==> config.mk <==
export PLATFORM = sky130hd
export DESIGN_NAME = hedios_rx_packet_assembler
export DESIGN_NICKNAME = d
export VERILOG_FILES = /design/src/rtl/hedios_rx_packet_assembler.sv
export SDC_FILE = /design/constraint.sdc
export NUM_CORES = 1
export LEC_CHECK = 0
export CAP_MARGIN = 15
export CORE_ASPECT_RATIO = 1.1
export CORE_MARGIN = 2
export CORE_UTILIZATION = 30
export DETAILED_ROUTE_END_ITERATION = 8
export SETUP_SLACK_MARGIN = 0.02
export SYNTH_ARGS = -nofsm -noshare
export SYNTH_HDL_FRONTEND = slang
export SYNTH_SLANG_ARGS = --single-unit
==> constraint.sdc <==
create_clock -name clk -period 7.8 [get_ports clk]
set_input_delay 1.56 -clock clk [delete_from_list [all_inputs] [get_ports clk]]
set_output_delay 1.56 -clock clk [all_outputs]
set_load 0.01 [all_outputs]
==> src/rtl/hedios_rx_packet_assembler.sv <==
// Hedios RX packet assembler: frames UART bytes into cmd + 4 data bytes and queues packets in a FIFO.
// Define HEDIOS_RX_CHECKSUM_EN to require a trailing XOR checksum byte after each packet.
module hedios_rx_packet_assembler #(
    parameter int DEPTH          = 8,
    parameter int TIMEOUT_CYCLES = 100000,
    parameter int COUNT_W        = $clog2(DEPTH) + 1
) (
    input  logic               clk,
    input  logic               rst,
    input  logic [7:0]         byte_in,
    input  logic               byte_valid,
    input  logic               rx_pop_packet,
    input  logic               rx_lost_clear,
    output logic [7:0]         rx_command,
    output logic [31:0]        rx_data,
    output logic               rx_empty,
    output logic               rx_full,
    output logic               rx_lost_data,
    output logic               rx_frame_error,
    output logic [COUNT_W-1:0] rx_count
);
    localparam int PTR_W      = $clog2(DEPTH);
    localparam int GAP_W      = (TIMEOUT_CYCLES > 1) ? $clog2(TIMEOUT_CYCLES + 1) : 1;
    localparam bit TIMEOUT_EN = (TIMEOUT_CYCLES != 0);

`ifdef HEDIOS_RX_CHECKSUM_EN
    typedef enum logic [1:0] {WAIT_CMD, WAIT_DATA, CHECK, COMMIT} state_t;
`else
    typedef enum logic [1:0] {WAIT_CMD, WAIT_DATA, COMMIT} state_t;
`endif

    state_t             state_q, state_d;
    logic [1:0]         byte_idx_q;
    logic [GAP_W-1:0]   gap_q;
    logic [7:0]         cmd_p0;
    logic [31:0]        data_p0;
    logic               latch_cmd, latch_data, vld_p0, frame_err_d;
    logic               in_packet, expire;
    logic [39:0]        mem [DEPTH];
    logic [PTR_W-1:0]   wr_ptr_q, rd_ptr_q;
    logic               do_wr, do_pop;
    logic [COUNT_W-1:0] count_d;

`ifdef HEDIOS_RX_CHECKSUM_EN
    function automatic logic [7:0] checksum(input logic [7:0] cmd, input logic [31:0] data);
        return cmd ^ data[7:0] ^ data[15:8] ^ data[23:16] ^ data[31:24];
    endfunction

    assign in_packet = (state_q == WAIT_DATA) || (state_q == CHECK);
`else
    assign in_packet = (state_q == WAIT_DATA);
`endif

    assign expire = TIMEOUT_EN && in_packet && (gap_q == GAP_W'(TIMEOUT_CYCLES));

    always_ff @(posedge clk) begin
        if (rst) state_q <= WAIT_CMD;
        else     state_q <= state_d;
    end

    always_comb begin
        state_d     = state_q;
        latch_cmd   = 1'b0;
        latch_data  = 1'b0;
        vld_p0      = 1'b0;
        frame_err_d = 1'b0;
        case (state_q)
            WAIT_CMD: begin
                if (byte_valid) begin
                    latch_cmd = 1'b1;
                    state_d   = WAIT_DATA;
                end
            end
            WAIT_DATA: begin
                if (byte_valid) begin
                    latch_data = 1'b1;
`ifdef HEDIOS_RX_CHECKSUM_EN
                    if (byte_idx_q == 2'd3) state_d = CHECK;
`else
                    if (byte_idx_q == 2'd3) state_d = COMMIT;
`endif
                end
            end
`ifdef HEDIOS_RX_CHECKSUM_EN
            CHECK: begin
                if (byte_valid) begin
                    if (byte_in == checksum(cmd_p0, data_p0)) begin
                        state_d = COMMIT;
                    end else begin
                        frame_err_d = 1'b1;
                        state_d     = WAIT_CMD;
                    end
                end
            end
`endif
            COMMIT: begin
                vld_p0 = 1'b1;
                // A byte landing here starts the next packet immediately.
                latch_cmd = byte_valid;
                state_d   = byte_valid ? WAIT_DATA : WAIT_CMD;
            end
            default: state_d = WAIT_CMD;
        endcase
        // Timeout overrides whatever the partial packet was doing; a coincident byte is a new command.
        if (expire) begin
            frame_err_d = 1'b1;
            latch_data  = 1'b0;
            latch_cmd   = byte_valid;
            state_d     = byte_valid ? WAIT_DATA : WAIT_CMD;
        end
    end

    always_ff @(posedge clk) begin
        if (rst || byte_valid || !in_packet) gap_q <= '0;
        else if (TIMEOUT_EN)                 gap_q <= gap_q + 1'b1;
    end

    always_ff @(posedge clk) begin
        if (rst)             byte_idx_q <= 2'd0;
        else if (latch_cmd)  byte_idx_q <= 2'd0;
        else if (latch_data) byte_idx_q <= byte_idx_q + 2'd1;
    end

    // Stage p0: packet assembly registers
    always_ff @(posedge clk) begin
        if (latch_cmd)  cmd_p0 <= byte_in;
        if (latch_data) data_p0[8*byte_idx_q +: 8] <= byte_in;
    end

    assign do_pop = rx_pop_packet && !rx_empty;
    assign do_wr  = vld_p0 && (!rx_full || do_pop);

    always_comb begin
        count_d = rx_count;
        if (do_wr && !do_pop)      count_d = rx_count + 1'b1;
        else if (!do_wr && do_pop) count_d = rx_count - 1'b1;
    end

    // Stage p1: packet FIFO and registered consumer outputs
    always_ff @(posedge clk) begin
        if (do_wr) mem[wr_ptr_q] <= {cmd_p0, data_p0};
    end

    always_ff @(posedge clk) begin
        if (rst) begin
            wr_ptr_q       <= '0;
            rd_ptr_q       <= '0;
            rx_count       <= '0;
            rx_empty       <= 1'b1;
            rx_full        <= 1'b0;
            rx_lost_data   <= 1'b0;
            rx_frame_error <= 1'b0;
            rx_command     <= '0;
            rx_data        <= '0;
        end else begin
            if (do_wr) wr_ptr_q <= wr_ptr_q + 1'b1;
            if (do_pop) begin
                rd_ptr_q                <= rd_ptr_q + 1'b1;
                {rx_command, rx_data}   <= mem[rd_ptr_q];
            end
            rx_count       <= count_d;
            rx_empty       <= (count_d == '0);
            rx_full        <= (count_d == COUNT_W'(DEPTH));
            rx_frame_error <= frame_err_d;
            if (vld_p0 && !do_wr) rx_lost_data <= 1'b1;
            else if (rx_lost_clear) rx_lost_data <= 1'b0;
        end
    end
endmodule
==> summary.md <==
| Metric | Value |
|---|---|
| Clock Tree Buf Depth | `3` |
| Post-Route Skew | `0.0146 ns` |
| IO buf count | `60` |
| Pwr Total | `0.00516 W` |
| Top FF cell, synth | `edfxtp_1` |
| Core area | `0.0538 mm2` |
| TritonCTS Buffers | `45` |
| Seq pwr share | `0.510` |
| Starting Density | `0.304` |
| Seq/Total Area, Yosys | `0.752` |
| Sw power | `0.00117 W` |
| Io pins | `61` |
| Yosys Warn Count | `0` |
| Asr flop ratio synth | `0` |
| Worst-skew pair later-pin latency | `0.57 ns` |
| Die Height | `249 um` |
| Met2 usage | `0.200` |
| P per Cell Area | `267 mW/mm2` |
| Routed WL | `32400 um` |
| Fin. Hold Viols | `0` |
| Post_cts resized | `0` |
| WL/cell | `18.8 um` |
| Minimum clock period | `3.72 ns` |
| GPL Wtd Cong | `0.716` |
| Crit start category | `primary input` |
| Most frequent cells in the layout | `edfxtp_1, mux4_2, dfxtp_1` |
| Crit. End Element | `flip-flop` |
| Die area | `0.0564 mm2` |
| Syn_area_per_cell | `18.6 um2` |
| Max cap viols | `0` |
| Share of cells above drive strength 1 | `0.171` |
| CP required | `8.01 ns` |
| Row cnt | `89` |
| WP data arrival | `3.93 ns` |
| Final period util | `0.477` |
| GRT Resource Usage Total | `0.117` |
| Diode count | `0` |
| Post-CTS Setup Inserts | `0` |
| Final Util | `0.358` |
| Chip width | `227 um` |
| Nets | `986` |
| Top cell type's share of synthesized area | `0.661` |
| Mapped Area | `0.0164 mm2` |
| Initial DRC count | `489` |
| Area Overhead vs Synth | `17.8%` |
| Clock Sinks | `435` |
| Multi-input logic area | `0.00389 mm2` |
| Hold_buf cts | `0` |
| Hpwl dp | `18300 um` |
| Setup-failing EPs final | `0` |
| GR peak layer | `met2` |
| Antenna violations before repair | `2` |
| Fillers | `4976` |
| Largest net degree at the start of global routing | `90` |
| Gate power share | `0.102` |
| Final Max Tran Viols | `0` |
| Seq cells post-synth | `435` |
| Cell mode on critical path | `nand2b_1` |
| Clk network pwr share | `0.388` |
| Achievable clock frequency | `269 MHz` |
| Static Leakage | `5.89 nW` |
| Worst setup path class | `primary input to flip-flop` |
| Hold Path Class | `flip-flop to flip-flop` |
| Top cells by area, synth | `edfxtp_1, mux4_2, dfxtp_1` |
| Slew headroom | `0.337` |
| Drc violations | `0` |
| GRT overflow | `0` |
| Status | `finished clean` |
| Cell accounting for the most synthesized area | `edfxtp_1` |
| Vias | `7817` |
| CTS tree | `built` |
| Post-synth EDFFs | `360` |
| Gate Count Post-Synth | `880` |
| DRT Pass-1 Iters | `5` |
| Via/cell ratio | `4.53` |
| Int Pwr | `0.00399 W` |
| H-tree Lvls | `2` |
| Worst Path Max Fanout | `24` |
| Switching Fraction | `0.227` |
| Crit path cell chain | `clkdlybuf4s50_1, nand2b_1, a21oi_1, nand2b_1, nor2_4, buf_4` |
| Post-route ant nets | `0` |
| CTS clk-pin slew, worst paths | `0.06 ns` |
| Netlist cell types | `41` |
| Slowest CP cell | `nor2_4` |
| Vias in the first global route | `8318` |
| First-pass GRT wire length | `49800 um` |
| Syn Nets | `905` |
| RSZ-0062 raised after global routing | `false` |
| Sequential cell area | `0.0123 mm2` |
| Commonest non-fill, non-tap cell in the layout | `edfxtp_1` |
| Met1 Use GR | `0.148` |
| Met3 Usage GRT | `0.0223` |
| CP max stage delay | `0.57 ns` |
| Slew @ Worst Pin | `0.992 ns` |
| Fin Setup TNS | `0 ns` |
| CTS Root Buffer Type | `clkbuf_16` |
| Worst VDD drop | `0.166 mV` |
## power by group through the flow
| stage | logic, W | registers, W | clock network, W |
|---|---|---|---|
| after floorplan | 0.000333 | 0.00267 | 0 |
| after global placement | 0.000527 | 0.00268 | 0 |
| after detailed placement | 0.000532 | 0.00268 | 0 |
| after CTS | 0.000535 | 0.00263 | 0.00206 |
| after global routing | 0.000577 | 0.00265 | 0.00214 |
| final | 0.000527 | 0.00263 | 0.00200 |
## layer usage
metal	routed length (um)	share of wire	vias to the layer above
li1	-	-	3632
met1	14000	0.43	3998
met2	16300	0.50	143
met3	1400	0.043	44
met4	633	0.020	0
met5	0	0	-
## path summary, 6_finish.rpt
kind / startpoint / to / slack (ns) / cells past startpoint
max: rx_pop_packet / mem[4][2] / 4.08 / 6
min: rd_ptr_q[1] / rd_ptr_q[1] / 0.46 / 2
max reg2reg: state_q[0] / mem[4][2] / 5.03 / 5
min reg2reg: rd_ptr_q[1] / rd_ptr_q[1] / 0.46 / 2
## stage by stage
step	hold slack, ns	setup WS [ns]	area [um2]	instances
5_1_grt	0.485	3.89	19300	1726
3_5_place_dp	0.454	3.45	17900	1641
2_1_floorplan	0.437	2.45	16400	880
3_3_place_gp	0.447	3.47	17900	1641
6_report	0.459	4.08	19300	1726
4_1_cts	0.463	4.05	19200	1725
## final cells by class
class	count	area share
multi-input combinational	392	0.202
clock inverter	23	0.00694
timing repair buffer	75	0.0380
clock buffer	61	0.0643
inverter	12	0.00234
tap	728	0.0473
sequential	435	0.639
## sequential cells by signal (all words and copies together) (netlist names)
signal / cells
byte_idx_q: 2
cmd_p0: 8
data_p0: 32
gap_q: 17
mem: 320
rd_ptr_q: 3
rx_command: 8
rx_count: 4
rx_data: 32
rx_empty: 1
rx_frame_error: 1
rx_full: 1
rx_lost_data: 1
state_q: 2
wr_ptr_q: 3
## cells in the mapped netlist, drive strengths merged (2+ instances only)
cell type / number
buf: 14
nor4bb: 3
nor3: 6
a21oi: 48
edfxtp: 360
mux2i: 41
ha: 12
nand4: 5
or3: 2
clkbuf: 27
mux4: 80
nand2: 16
and2: 38
and4: 3
xnor2: 11
nor3b: 3
a32oi: 2
and3: 3
xor2: 10
inv: 12
o21ai: 44
nand3: 8
dfxtp: 75
nand2b: 7
nor2: 39
## kinds of logic after synthesis
kind of cell	Yosys count	share of synthesized area
buffers and inverters	53	0.0133
AO/OA/AOI/OAI	100	0.0330
adder cells (fa/ha/maj)	12	0.00918
flip-flops	435	0.752
multiplexers	121	0.135
AND/OR/NAND/NOR	138	0.0457
XOR/XNOR	21	0.0112
## worst max-delay path: cells and delay by family
family | cells | cell delay [ns]
buffers and inverters | 2 | 1.01
AOI/OAI and AO/OA | 1 | 0.34
and+or+nand+nor | 3 | 0.98
(Power assumes the default switching activity.)
